**src/rtl/fml_arb2.sv**
```systemverilog
// fml_arb2: two-master round-robin arbiter in front of a single FML burst slave
module fml_arb2 #(
    parameter int adr_width = 27,
    parameter int burst_len = 4
) (
    input  logic                 sys_clk,
    input  logic                 sys_rst,
    input  logic [adr_width-1:0] m0_adr,
    input  logic                 m0_stb,
    input  logic                 m0_we,
    input  logic [7:0]           m0_sel,
    input  logic [63:0]          m0_di,
    output logic                 m0_ack,
    input  logic [adr_width-1:0] m1_adr,
    input  logic                 m1_stb,
    input  logic                 m1_we,
    input  logic [7:0]           m1_sel,
    input  logic [63:0]          m1_di,
    output logic                 m1_ack,
    output logic [63:0]          m_do,
    output logic [adr_width-1:0] s_adr,
    output logic                 s_stb,
    output logic                 s_we,
    input  logic                 s_ack,
    output logic [7:0]           s_sel,
    output logic [63:0]          s_di,
    input  logic [63:0]          s_do
);
    typedef enum logic [1:0] {IDLE, ADDR, DATA} state_t;
    localparam logic [2:0] LAST_BEAT = 3'(burst_len - 1);
    state_t     state_q, state_d;
    logic       grant_q, grant_d;
    logic       last_q, last_d;
    logic [2:0] cnt_q, cnt_d;
    logic       g_stb;
    assign m_do = s_do;
    // state, grant, round-robin history and beat counter registers
    always_ff @(posedge sys_clk) begin
        if (sys_rst) begin
            state_q <= IDLE;
            grant_q <= 1'b0;
            last_q  <= 1'b1;
            cnt_q   <= 3'd0;
        end else begin
            state_q <= state_d;
            grant_q <= grant_d;
            last_q  <= last_d;
            cnt_q   <= cnt_d;
        end
    end
    // next-state, arbitration and slave/master routing
    always_comb begin
        state_d = state_q;
        grant_d = grant_q;
        last_d  = last_q;
        cnt_d   = cnt_q;
        g_stb   = grant_q ? m1_stb : m0_stb;
        s_stb   = 1'b0;
        s_adr   = '0;
        s_we    = 1'b0;
        s_sel   = '0;
        s_di    = '0;
        m0_ack  = 1'b0;
        m1_ack  = 1'b0;
        case (state_q)
            IDLE: begin
                if (m0_stb || m1_stb) begin
                    grant_d = (m0_stb && m1_stb) ? ~last_q : m1_stb;
                    state_d = ADDR;
                end
            end
            ADDR: begin
                s_stb  = g_stb;
                s_adr  = grant_q ? m1_adr : m0_adr;
                s_we   = grant_q ? m1_we : m0_we;
                s_sel  = grant_q ? m1_sel : m0_sel;
                s_di   = grant_q ? m1_di : m0_di;
                m0_ack = ~grant_q & g_stb & s_ack;
                m1_ack = grant_q & g_stb & s_ack;
                if (!g_stb) begin
                    state_d = IDLE;
                end else if (s_ack) begin
                    state_d = DATA;
                    cnt_d   = 3'd0;
                    last_d  = grant_q;
                end
            end
            DATA: begin
                s_sel = grant_q ? m1_sel : m0_sel;
                s_di  = grant_q ? m1_di : m0_di;
                cnt_d = cnt_q + 3'd1;
                if (cnt_q == LAST_BEAT) begin
                    state_d = IDLE;
                    cnt_d   = 3'd0;
                end
            end
            default: state_d = IDLE;
        endcase
    end
endmodule

```
**config.mk**
```make
export PLATFORM = sky130hd
export DESIGN_NAME = fml_arb2
export DESIGN_NICKNAME = d
export VERILOG_FILES = /design/src/rtl/fml_arb2.sv
export SDC_FILE = /design/constraint.sdc
export NUM_CORES = 1
export LEC_CHECK = 0
export BUFFER_PORTS_ARGS = -buffer_cell sky130_fd_sc_hd__buf_2
export CELL_PAD_IN_SITES_DETAIL_PLACEMENT = 1
export CELL_PAD_IN_SITES_GLOBAL_PLACEMENT = 1
export CORE_AREA = 4 4 169 171
export DETAILED_ROUTE_END_ITERATION = 10
export DIE_AREA = 0 0 173 175
export PLACE_DENSITY = 0.6
export SYNTH_ARGS = -nofsm -noshare
export SYNTH_HDL_FRONTEND = slang
export SYNTH_SLANG_ARGS = --single-unit
```
**constraint.sdc**
```tcl
create_clock -name sys_clk -period 3.44 [get_ports sys_clk]
set_clock_uncertainty 0.05 [all_clocks]
set_input_delay 0.172 -clock sys_clk [delete_from_list [all_inputs] [get_ports sys_clk]]
set_output_delay 0.172 -clock sys_clk [all_outputs]
set_load 0.05 [all_outputs]
```
-- Word-level counts from Yosys, hierarchy flattened
Cells that the tools add are included.
- bits in registers: 7
- bits in latches: 0
- bits in writable memories: 0
- ROM bits: 0
- input port bits: 269
- output and inout bits: 167
- logic and storage cells: 50
- memories: 0
- add/subtract/negate cells: 1
- multiply operators: 0
- divide/modulo/power cells: 0
- order comparisons: 0
- equal/unequal tests: 8
- shifts and indexed selects: 0
- mux-type cells: 22
- bitwise gates (word level): 6
- reduce and logical (&&, ||, !) cells: 9
- operators by type and width (operator ; number):
    64-bit two-way mux ; 2
    27-bit two-way mux ; 2
    8-bit two-way mux ; 2
    3-bit two-way mux ; 3
    3-bit AND reduction ; 3
    2-bit two-way mux ; 4
    2-bit != test (second input constant) ; 4
    1-bit two-way mux ; 7
    2-bit case mux with 3 select lines ; 1
    3-bit case mux with 2 select lines ; 1
    1-bit AND ; 4
    3-bit by 1-bit adder with 3-bit output (second input constant) ; 1
    3-bit by 2-bit == test with 1-bit output (second input constant) ; 1
    3-bit != test (second input constant) ; 1
    2-bit by 1-bit == test with 1-bit output (second input constant) ; 1
    2-bit == test (second input constant) ; 1
    2-bit zero test ; 1
    1-bit inverter ; 2
    2-bit AND reduction ; 1
    2-bit nonzero test ; 1
    2-bit OR reduction ; 1
    1-bit logical AND ; 1
    1-bit logical OR ; 1

-- Longest topological paths before layout
- depth in word-level cells: 4
- gate-level depth with buffers: 6
- depth with buffers taken out: 6

-- Least setup slack after synthesis
No wires, ideal clock.
- path kind: register to output
- start point: register state_q[0]
- end point: output port s_di[0]
- arrival time: 1820 ps
- required time: 3218 ps
- setup slack: 1398 ps
- cell stages (with the launch flop): 6
- buffers on the path: 2
- path through: dfxtp_1 -> inv_1 -> ha_1 -> clkbuf_1 -> clkbuf_1 -> nor2b_1
- cells in the longest elaborated chain, start to end: 3
- elaborated cells between the ends (all ways): 4
- those cells by class: 2 x eq/ne; 1 x mux; 1 x reduce/logical
- ends and longest elaborated chain (element ; line ; text):
    start: declaration ; 31 ; state_t state_q, state_d;
    start signal: assignment ; 45 ; state_q <= state_d;
    2-bit == test / 2-bit by 1-bit == test with 1-bit output (equally long branches) ; 65 ; case (state_q)
    2-bit OR reduction (no line) (*) ; n/a ;
    64-bit two-way mux (*) ; n/a ;
    end: declaration ; 26 ; output logic [63:0] s_di,
Every way passes the cells marked *; elsewhere a longest branch is shown, timed or not.

-- Worst setup path in the final report
- start point: register state_q[1]
- end point: output port s_sel[4]
- cells in the longest elaborated chain, start to end: 3
- elaborated cells between the ends (all ways): 4
- those cells by class: 2 x eq/ne; 1 x mux; 1 x reduce/logical
- ends and longest elaborated chain (element ; line ; text):
    2-bit == test / 2-bit by 1-bit == test with 1-bit output (equally long branches) ; 65 ;
    2-bit OR reduction (no line) (*) ; n/a ;
    8-bit two-way mux (*) ; n/a ;
    end: declaration ; 25 ; output logic [7:0] s_sel,
Marks and branches as above.

==> results.txt <==
Fill cells: 3373
Sequential share of the synthesized area: 5.29%
Synth Area in Simple Gates: 26.7%
RR Endpoint: cnt_q[2]
DRC: 0
Worst-Margin Slew: 0.555 ns
Num rows: 60
Post-layout net count: 836
RSZ-0062 raised after global routing: no
Final Max Tran Viols: 0
Mux cell area share after synthesis: 39.1%
Synth Area in Adders: 1.89%
CP startpoint kind: flip-flop
Worst R2R Setup Slack: 1.81 ns
Total gr overflow: 0
Critical Path End: s_sel[4]
Most common cell after layout, fill and taps aside: buf_2
Max Clk Rate: 0.438 GHz
Clock latency at the later pin of the worst-skew pair: 0.23 ns
Dominant combinational cell family by area after synthesis: multiplexers
Synth top area cells: mux2i_1 39%, nor2b_1 24%, buf_4 20%
Hold crit path type: in2reg
Largest net degree at the start of global routing: 59
Area Overhead vs Synth: 57.0%
Post-DP Area: 4080 µm²
P_leak: 2.06 nW
Htree depth: 1
Post-CTS setup buffers: 0
Vias in the first global route: 3392
Die H: 175 µm
P per Cell Area: 553 nW/µm²
Worst setup startpoint: state_q[1]
IO Pins: 436
Largest area contributor in the netlist: mux2i_1
Crit path DAT: 2.06 ns
Post-route setup TNS: 0 ns
Layout cells sized above 1: 56.8%
CTS Hold Bufs: 0
Post-route cell area: 4160 µm²
Avg Inst Size Synth: 7.93 µm²
Via density: 3.42
CTS buffer count: 3
Synth unique cells: 26
R2R Path Start: state_q[1]
Final period util: 66.3%
Die area: 30300 µm²
Post-route ant nets: 0
Yosys top cell area share: 38.5%
Clock buffer depth: 2
Count of final hold-check violations: 0
Commonest cells after routing, fill and taps aside: 307 x buf_2, 102 x mux2i_1, 100 x nor2b_1, 6 x dfxtp_1, 5 x inv_1
Min Tclk post-route: 2.28 ns
Chip Width: 173 µm
Xor/xnor cell area share of the yosys netlist: 0%
#FFs+latches synth: 7
Final Setup Violations: 0
PortBufs: 307
Worst setup path class: reg2out
DR pass1 iterations: 4
Initial Utilization: 9.86%
CP Capture Type: output port
YS warnings: 0
Routed Wire Length: 12.5 mm
Total power: 2.30 mW
Initial antenna violation count: 0
Syn Inst Count: 334
Avg WL per Cell: 13.9 µm
Placer Congestion: 0.721
Synth Net Count: 607
Root Driver: clkbuf_16
First-pass GRT wire length: 18.7 mm
Path depth of the worst reg2reg path: 7
Syn Std Cell Area: 2650 µm²
N_diodes: 0
Resize count post-CTS: 0
Core footprint: 26900 µm²
Max_slew headroom: 63.0%
Peak VDD IR: 0.000170 V
Clock-pin slew on the worst setup and hold paths: 0.04 ns
1st-iter DRT viols: 41
Complex-gate fraction of the synthesized area: 3.45%
Routed vias: 3088
CTS tree: built
Status: completed
Global Route Usage Sum: 7.56%
Max Cap Viol: 0
CP Max Fanout: 39
Post-DP HPWL: 11.1 mm
WP data required: 3.22 ns
Clk sinks: 7
[area by class of cell]
class	instances	area, µm²	share of cell area [%]
Inverter	5	18.8	0.451
Tap cell	341	427	10.3
Multi-Input combinational cell	235	1890	45.4
Clock buffer	4	78.8	1.90
Sequential cell	7	144	3.46
Timing Repair Buffer	311	1600	38.6
[layer usage]
metal,global-route usage (%),up-vias,wire length [µm]
met2,13.9,184,6370
met3,3.18,24,1320
met1,8.23,1373,4620
li1,-,1507,-
met4,1.40,0,206
met5,0,-,0
[synth_stat cells (all sizes together)]
cell and number:
mux2i 103, nor2b 100, buf 76, clkbuf 11, dfxtp 7, inv 5
ha 4, nand2b 4, nor2 4, a21oi 3, nand2 3, a211oi 2
nand3 2, o21ai 2, a22oi 1, a31oi 1, a32oi 1, and4 1
nor3b 1, o21bai 1, o221ai 1, o22ai 1
[per-stage QoR]
step / cells / util [%] / worst slack [ns] / hold WS, ns
after detailed placement: 899 / 15.2 / 1.33 / 0.294
after global placement: 899 / 15.2 / 1.39 / 0.294
final: 903 / 15.5 / 1.16 / 0.166
after floorplan: 334 / - / 1.40 / 0.191
after global routing: 903 / 15.5 / 0.965 / 0.182
after CTS: 903 / 15.5 / 1.08 / 0.173
[power by group]
group,leakage [nW],internal [mW],switching [mW],total [mW]
Clock,0.0382,0.154,0.0460,0.200
Sequential,0.0578,0.0917,0.00833,0.100
Combinational,1.96,0.587,1.41,2.00
[flip-flops by register name, indices dropped and copies added (netlist names)]
signal / flops
grant_q: 1
state_q: 2
cnt_q: 3
last_q: 1
[logic make-up (layout without fill, tap and decap cells)]
kind of cell               after synthesis  after routing
AOI/OAI and AO/OA                       13             13
and+or+nand+nor                        115            115
DFF                                      7              7
buffers and inverters                   92            320
muxes                                  103            103
adders and majority gates                4              4
[critical path: stages (launching register included)]
cell and delay, ns:
dfxtp_1 0.35, inv_1 0.08, ha_2 0.68, buf_12 0.24, nor2b_1 0.18, buf_2 0.28
[how the worst min path moves through the flow]
stage                     startpoint        to  slack [ns]  cells after the start
after floorplan              sys_rst  cnt_q[1]        0.19                      1
after global placement      s_do[27]  m_do[27]        0.29                      0
after detailed placement    s_do[27]  m_do[27]        0.29                      0
after CTS                    sys_rst   grant_q        0.17                      2
after global routing         sys_rst   grant_q        0.18                      2
final                        sys_rst   grant_q        0.17                      2
No activity file was read; power rests on OpenSTA's default activity.
